==> src/rtl/serial_adder_ctrl.sv <==
// Bit-serial WIDTH-bit adder controller driving one full-adder cell built from two half adders.
// Optional subtract mode (sub port, inverted B, carry preset) is enabled by defining SERIAL_ADDER_SUB_EN.

module half_adder (
    input  logic x,
    input  logic y,
    output logic s,
    output logic c
);
    assign s = x ^ y;
    assign c = x & y;
endmodule

module serial_adder_ctrl #(
    parameter int WIDTH = 8
) (
    input  logic             clk,
    input  logic             rst_n,
    input  logic             start,
    input  logic [WIDTH-1:0] a,
    input  logic [WIDTH-1:0] b,
`ifdef SERIAL_ADDER_SUB_EN
    input  logic             sub,
`endif
    output logic             busy,
    output logic             done,
    output logic [WIDTH-1:0] sum,
    output logic             cout
);
    localparam int CW = (WIDTH > 1) ? $clog2(WIDTH) : 1;
    localparam logic [CW-1:0] LAST_BIT = CW'(WIDTH - 1);

    typedef enum logic [1:0] {
        IDLE = 2'd0,
        RUN  = 2'd1,
        DONE = 2'd2
    } state_t;

    state_t             state_q, state_d;
    logic [WIDTH-1:0]   a_q, a_d;
    logic [WIDTH-1:0]   b_q, b_d;
    logic [WIDTH-2:0]   res_q, res_d;
    logic [WIDTH-1:0]   sum_q, sum_d;
    logic [CW-1:0]      cnt_q, cnt_d;
    logic               carry_q, carry_d;
    logic               cout_q, cout_d;
    logic               inv_b_q, inv_b_d;

    logic               accept;
    logic               preset;
    logic               fa_b, ha0_s, ha0_c, ha1_c, fa_sum, fa_cout;
    logic [WIDTH-1:0]   res_full;

`ifdef SERIAL_ADDER_SUB_EN
    assign preset = sub;
`else
    assign preset = 1'b0;
`endif

    // Subtraction is a + ~b + 1: invert B into the cell, carry preset to 1.
    assign fa_b = b_q[0] ^ inv_b_q;

    half_adder u_ha0 (.x(a_q[0]), .y(fa_b),    .s(ha0_s),  .c(ha0_c));
    half_adder u_ha1 (.x(ha0_s),  .y(carry_q), .s(fa_sum), .c(ha1_c));
    assign fa_cout = ha0_c | ha1_c;

    // The final bit lands straight in sum, so only WIDTH-1 result bits are held.
    assign res_full = {fa_sum, res_q};

    always_comb begin
        state_d = state_q;
        a_d     = a_q;
        b_d     = b_q;
        res_d   = res_q;
        sum_d   = sum_q;
        cnt_d   = cnt_q;
        carry_d = carry_q;
        cout_d  = cout_q;
        inv_b_d = inv_b_q;
        accept  = 1'b0;

        case (state_q)
            IDLE: begin
                accept = start;
            end
            RUN: begin
                a_d     = a_q >> 1;
                b_d     = b_q >> 1;
                res_d   = res_full[WIDTH-1:1];
                carry_d = fa_cout;
                if (cnt_q == LAST_BIT) begin
                    sum_d   = res_full;
                    cout_d  = fa_cout;
                    state_d = DONE;
                end else begin
                    cnt_d = cnt_q + CW'(1);
                end
            end
            DONE: begin
                accept  = start;
                state_d = IDLE;
            end
            default: state_d = IDLE;
        endcase

        if (accept) begin
            a_d     = a;
            b_d     = b;
            res_d   = '0;
            cnt_d   = '0;
            carry_d = preset;
            inv_b_d = preset;
            state_d = RUN;
        end
    end

    always_ff @(posedge clk or negedge rst_n) begin
        if (!rst_n) begin
            state_q <= IDLE;
            a_q     <= '0;
            b_q     <= '0;
            res_q   <= '0;
            sum_q   <= '0;
            cnt_q   <= '0;
            carry_q <= 1'b0;
            cout_q  <= 1'b0;
            inv_b_q <= 1'b0;
        end else begin
            state_q <= state_d;
            a_q     <= a_d;
            b_q     <= b_d;
            res_q   <= res_d;
            sum_q   <= sum_d;
            cnt_q   <= cnt_d;
            carry_q <= carry_d;
            cout_q  <= cout_d;
            inv_b_q <= inv_b_d;
        end
    end

    assign busy = (state_q == RUN);
    assign done = (state_q == DONE);
    assign sum  = sum_q;
    assign cout = cout_q;

endmodule
==> config.mk <==
export PLATFORM = sky130hd
export DESIGN_NAME = serial_adder_ctrl
export DESIGN_NICKNAME = d
export VERILOG_FILES = /design/src/rtl/serial_adder_ctrl.sv
export SDC_FILE = /design/constraint.sdc
export NUM_CORES = 1
export LEC_CHECK = 0
export ABC_AREA = 1
export CAP_MARGIN = 20
export CORE_ASPECT_RATIO = 1.2
export CORE_MARGIN = 3
export CORE_UTILIZATION = 32
export CTS_CLUSTER_DIAMETER = 80
export CTS_CLUSTER_SIZE = 10
export DETAILED_ROUTE_END_ITERATION = 16
export PLACE_DENSITY = 0.58
export SYNTH_ARGS = -nofsm -noshare
export SYNTH_HDL_FRONTEND = slang
export SYNTH_SLANG_ARGS = --single-unit
==> constraint.sdc <==
create_clock -name clk -period 1.4 [get_ports clk]
set_clock_uncertainty 0.15 [all_clocks]
set_input_delay 0.35 -clock clk [delete_from_list [all_inputs] [get_ports clk]]
set_output_delay 0.35 -clock clk [all_outputs]
set_load 0.005 [all_outputs]
# == After elaboration in Yosys (flattened, before gate mapping) ==
# Index checks and enable logic that the tools add are counted.
# totals
register_bits,38
in_bits,19
wordCells,41
out_inout_bits,11
# op_classes
reduce_logical,6
bitwise,5
muxes,15
eq_ne,6
add_sub_neg,1
# ops
cell,count
8-bit two-way mux,4
7-bit two-way mux,2
3-bit two-way mux,3
2-bit AND reduction,3
2-bit two-way mux,2
"2-bit inequality test, second input constant",2
2-bit one-hot mux with 2 select lines,1
"3-bit by 1-bit adder with 3-bit output, second input constant",1
"3-bit equality test, second input constant",1
1-bit two-way mux,3
"3-bit by 1-bit inequality test with 1-bit output, second input constant",1
1-bit AND,2
"2-bit by 1-bit equality test with 1-bit output, second input constant",1
"2-bit equality test, second input constant",1
2-bit zero test,1
2-bit nonzero test,1
2-bit OR reduction,1
1-bit XOR,2
1-bit OR,1

# == Longest topological paths before layout ==
# logic_depth
depth_word,5
mapped_depth,7
ltp_nobuf,7

# == Cells and area by module ==
# From an unflattened synthesis, not the netlist that was laid out.
# unflattened
hier_cells,216
area_unflattened_um2,1810.5
# modules_own_cells
mod,cells_each,area_each_um2,n_inst,seq_area_each_um2
serial_adder_ctrl,214,1785.5,1,950.9
half_adder,1,12.5,2,0.0

# == Worst setup path before layout ==
# Ideal clock, no wire load.
# synth_timing
path_type,register to register
startpoint,register cnt_q[0]
endpoint,register cnt_q[0]
required_ps,1132
n_path_buf,0
stages_incl_launch_ff,7
path_slack_ps,-19
arrival_time_ps,1151
setup_ps,118
path_cell_list,dfrtp_1 ha_1 ha_1 inv_1 nand3_1 nand3_1 nand2_1
# synth_via
elab_chain_cells,4
# synth_rtl
item,line_no,rtl
from (decl),44,"logic [CW-1:0] cnt_q, cnt_d;"
from (signal assigned),134,cnt_q <= cnt_d;
3-bit by 1-bit adder with 3-bit output,96,cnt_d = cnt_q + CW'(1);
3-bit two-way mux,91,if (cnt_q == LAST_BIT) begin
3-bit two-way mux,82,case (state_q)
3-bit two-way mux,106,if (accept) begin
# Several ways; a longest one is shown, not always the timed one. The select of a mux whose other input is x is not followed.
# A chain may end at the register's enable or synchronous reset.

# == Final worst setup path ==
# layout_timing
startpoint,register state_q[1]
endpoint,output done
# layout_via
elab_chain_cells,1
# layout_rtl
item,line_no,rtl
from (decl),39,"state_t state_q, state_d;"
from (signal assigned),129,state_q <= state_d;
2-bit equality test,142,assign done = (state_q == DONE);
to (decl),26,"output logic done,"
# No other way between the ends.

==> impl_results.md <==
- PortBufs: 29
- Synth area leaders: dfrtp_1, nand2_1, nand3_1
- Number of global-route vias before repair: around 1.4k
- First-pass GRT wire length: 6800 um
- Initial DRC Count: 70
- Die Area: 6380 sq um
- Family with the most delay on the worst path: flip-flops
- Share of layout cells above drive strength 1: 21.9%
- Initial Util: between 30 and 40%
- Least-Margin Pin Slew: around 0.42 ns
- Largest net degree at the start of global routing: 38
- CP bufs+invs: 2
- Worst hold slack: about 0.33 ns
- Final Max Slew Viols: 0
- Syn_nets: about 240
- PD cells: 2110 nW/um^2
- Via count: between 1.5k and 2k
- Seq/Total Area, Yosys: ~55%
- Drt pass-1 iters: 4
- Hold Path Origin: sum[3]
- Clock H-tree levels: 2
- Lkg Pwr: 1.30 nW
- Worst R2R Setup Slack: ~0.040 ns
- Final Hold Fails: 0
- Post-route setup TNS: -0.101 ns
- Cell chain of the critical path: inv_2 > nor2_2 > buf_2
- VDD IR-drop max: about 0.57 mV
- CTS buffer count: 5
- Syn Std Cell Area: between 1500 and 2000 sq um
- Post-Syn Area per Cell: roughly 8.2 sq um
- Most instantiated library cell after synthesis: nand2_1
- CP max FO: 2
- Die Width: 73.4 um
- Residual DRC count: 0
- Clk Latency, worst-skew pair: around 0.29 ns
- # setup viols final: 2
- Overall Power: around 5.2 mW
- Core area: 5110 sq um
- Final min period: between 1 and 1.5 ns
- Ant. Diodes: 0
- Total Routing Usage GR: ~14%
- Critical path class: reg2out
- GRT Residual Overflow: 0
- Failing checks: setup timing
- I/O Pins: 30
- Design area: between 2000 and 2500 sq um
- Sink of the worst hold path: sum[3]
- Post-DP HPWL: 2600 um
- Top-area cell type share of the netlist area: 54.5%
- Slowest stage delay, CP: roughly 0.40 ns
- Syn-to-layout area delta: 39.7%
- Worst R2R Start: state_q[1]
- Dominant synthesized flop cell: dfrtp_1
- Outcome: complete, but fails checks
- Antenna violations before repair: 0
- DP Cell Count: roughly 310
- Max-Cap Viols: 0
- Most instantiated cells after synthesis: nand2_1, nand3_1, dfrtp_1, inv_1, buf_2
- Routed WL: 4030 um
- CTS tree: yes
- FMAX: about 700 MHz
- Clock Tree Buf Depth: 2
- Hold WC Path Type: reg2reg
- GP Congestion: 0.739
- Post-synth EDFFs: 0
- Cells after Synth: ~210
- Slew margin rel.: 71.7%
- Die height: 86.9 um
- Sink Count: 38
- Final setup margin: -0.0524 ns
- Clock transition at path regs: roughly 0.080 ns
- Slowest-stage cell, CP: dfrtp_1
- Synth area leader: dfrtp_1
- Clock root buffer: clkbuf_8
- Post-synthesis async set-or-reset flop share: between 90% and 100%
- Post-Layout Cell Count: ~330
- Routed len/inst: approximately 12 um
- RSZ-0062 raised after global routing: yes
- Final worst-path cycle share: 104%
- Hold path depth: 2
- Net count, final: between 200 and 300
- Detailed-route vias per instance: between 4 and 5
- Worst EP required: roughly 0.90 ns
- FF-to-FF End: a_q[1]
- Yosys Warn Count: 0
- Crit. Startpoint: state_q[1]
- R2R cell count: 6
- Critical Path End Type: output port
- Crit path DAT: approximately 0.95 ns
- ANT nets after route: 0
- Crit start category: flop
- Synth Register Bits: 38
- Fill cells: approximately 530
- Placement Cell Area: around 2200 sq um
- Row cnt: 28
- Distinct cell type count after synthesis: 15
## layout by cell type (no fill, tap or decap), drive strengths merged, types with 2 or more instances in the layout
| cell type | netlist | layout |
|---|---|---|
| buf | 9 | 27 |
| clkbuf | 0 | 13 |
| clkdlybuf4s50 | 0 | 16 |
| clkinv | 0 | 3 |
| dfrtp | 38 | 38 |
| ha | 2 | 2 |
| inv | 15 | 14 |
| nand2 | 102 | 103 |
| nand3 | 42 | 42 |
| nor2 | 4 | 5 |
## kinds of logic (layout without fill, tap and decap cells)
| group | count (synthesis) | count (layout) | synth area share [%] |
|---|---|---|---|
| DFF | 38 | 38 | 54.5 |
| adders and majority gates | 3 | 3 | 2.58 |
| buffers and inverters | 24 | 77 | 5.95 |
| and+or+nand+nor | 149 | 151 | 36.9 |
## state kept, by name (all words and copies together) (netlist names)
| register | cells |
|---|---|
| b_q | 8 |
| cout | 1 |
| state_q | 2 |
| a_q | 8 |
| cnt_q | 3 |
| sum | 8 |
| res_q | 7 |
| carry_q | 1 |
## area by class of cell
cell class	instances	area (sq um)	area share [%]
well taps	60	75.1	3.08
repair buffers	54	465	19.1
inverters	15	61.3	2.52
multi-input cells	154	774	31.8
clock inverters	3	40.0	1.64
clock buffers	5	68.8	2.82
flip-flops and latches	38	951	39.0
## how the worst max path moves through the flow
stage	to	slack [ns]	cells past startpoint
after floorplan	cnt_q[0]	0.02	6
after global placement	b_q[4]	-0.28	7
after detailed placement	b_q[5]	-0.29	7
after CTS	done	-0.09	3
after global routing	done	-0.11	3
final	done	-0.05	3
## through the flow
stage	utilization (%)	setup slack, ns
after floorplan	-	0.0177
after global placement	42.8	-0.285
after detailed placement	42.8	-0.293
after CTS	46.5	-0.0938
after global routing	47.6	-0.106
final	47.6	-0.0524
## routing by layer
metal,GRT usage (%),vias up,share of wire (%)
met5,0,-,0
met4,3.95,0,1.4
met3,3.81,5,4.4
met2,22.9,29,49
met1,17.5,686,46
li1,-,784,-
## power by group
group,switching (mW),leakage (nW),internal (mW),total [mW]
Combinational,1.22,0.766,1.09,2.31
Clock,0.404,0.0579,0.525,0.928
Sequential,0.302,0.473,1.61,1.91
## worst register-to-register path, cell delays in order, from the launching register on
cell and delay [ns]:
dfrtp_1 0.42, inv_2 0.08, buf_6 0.16, nand2_4 0.10, buf_4 0.20, nand3_1 0.08
nand3_1 0.06
## what timing repair did
action | in CTS | in global routing
gates resized for setup | 38 | 14
hold endpoints to repair | 12 | 0
setup buffers | 5 | 7
hold buffers | 1 | 0
endpoints found under the setup margin | 27 | 45
cloned | 1 | 1
pin swaps | 2 | 1
No activity file was read; power rests on OpenSTA's default activity.
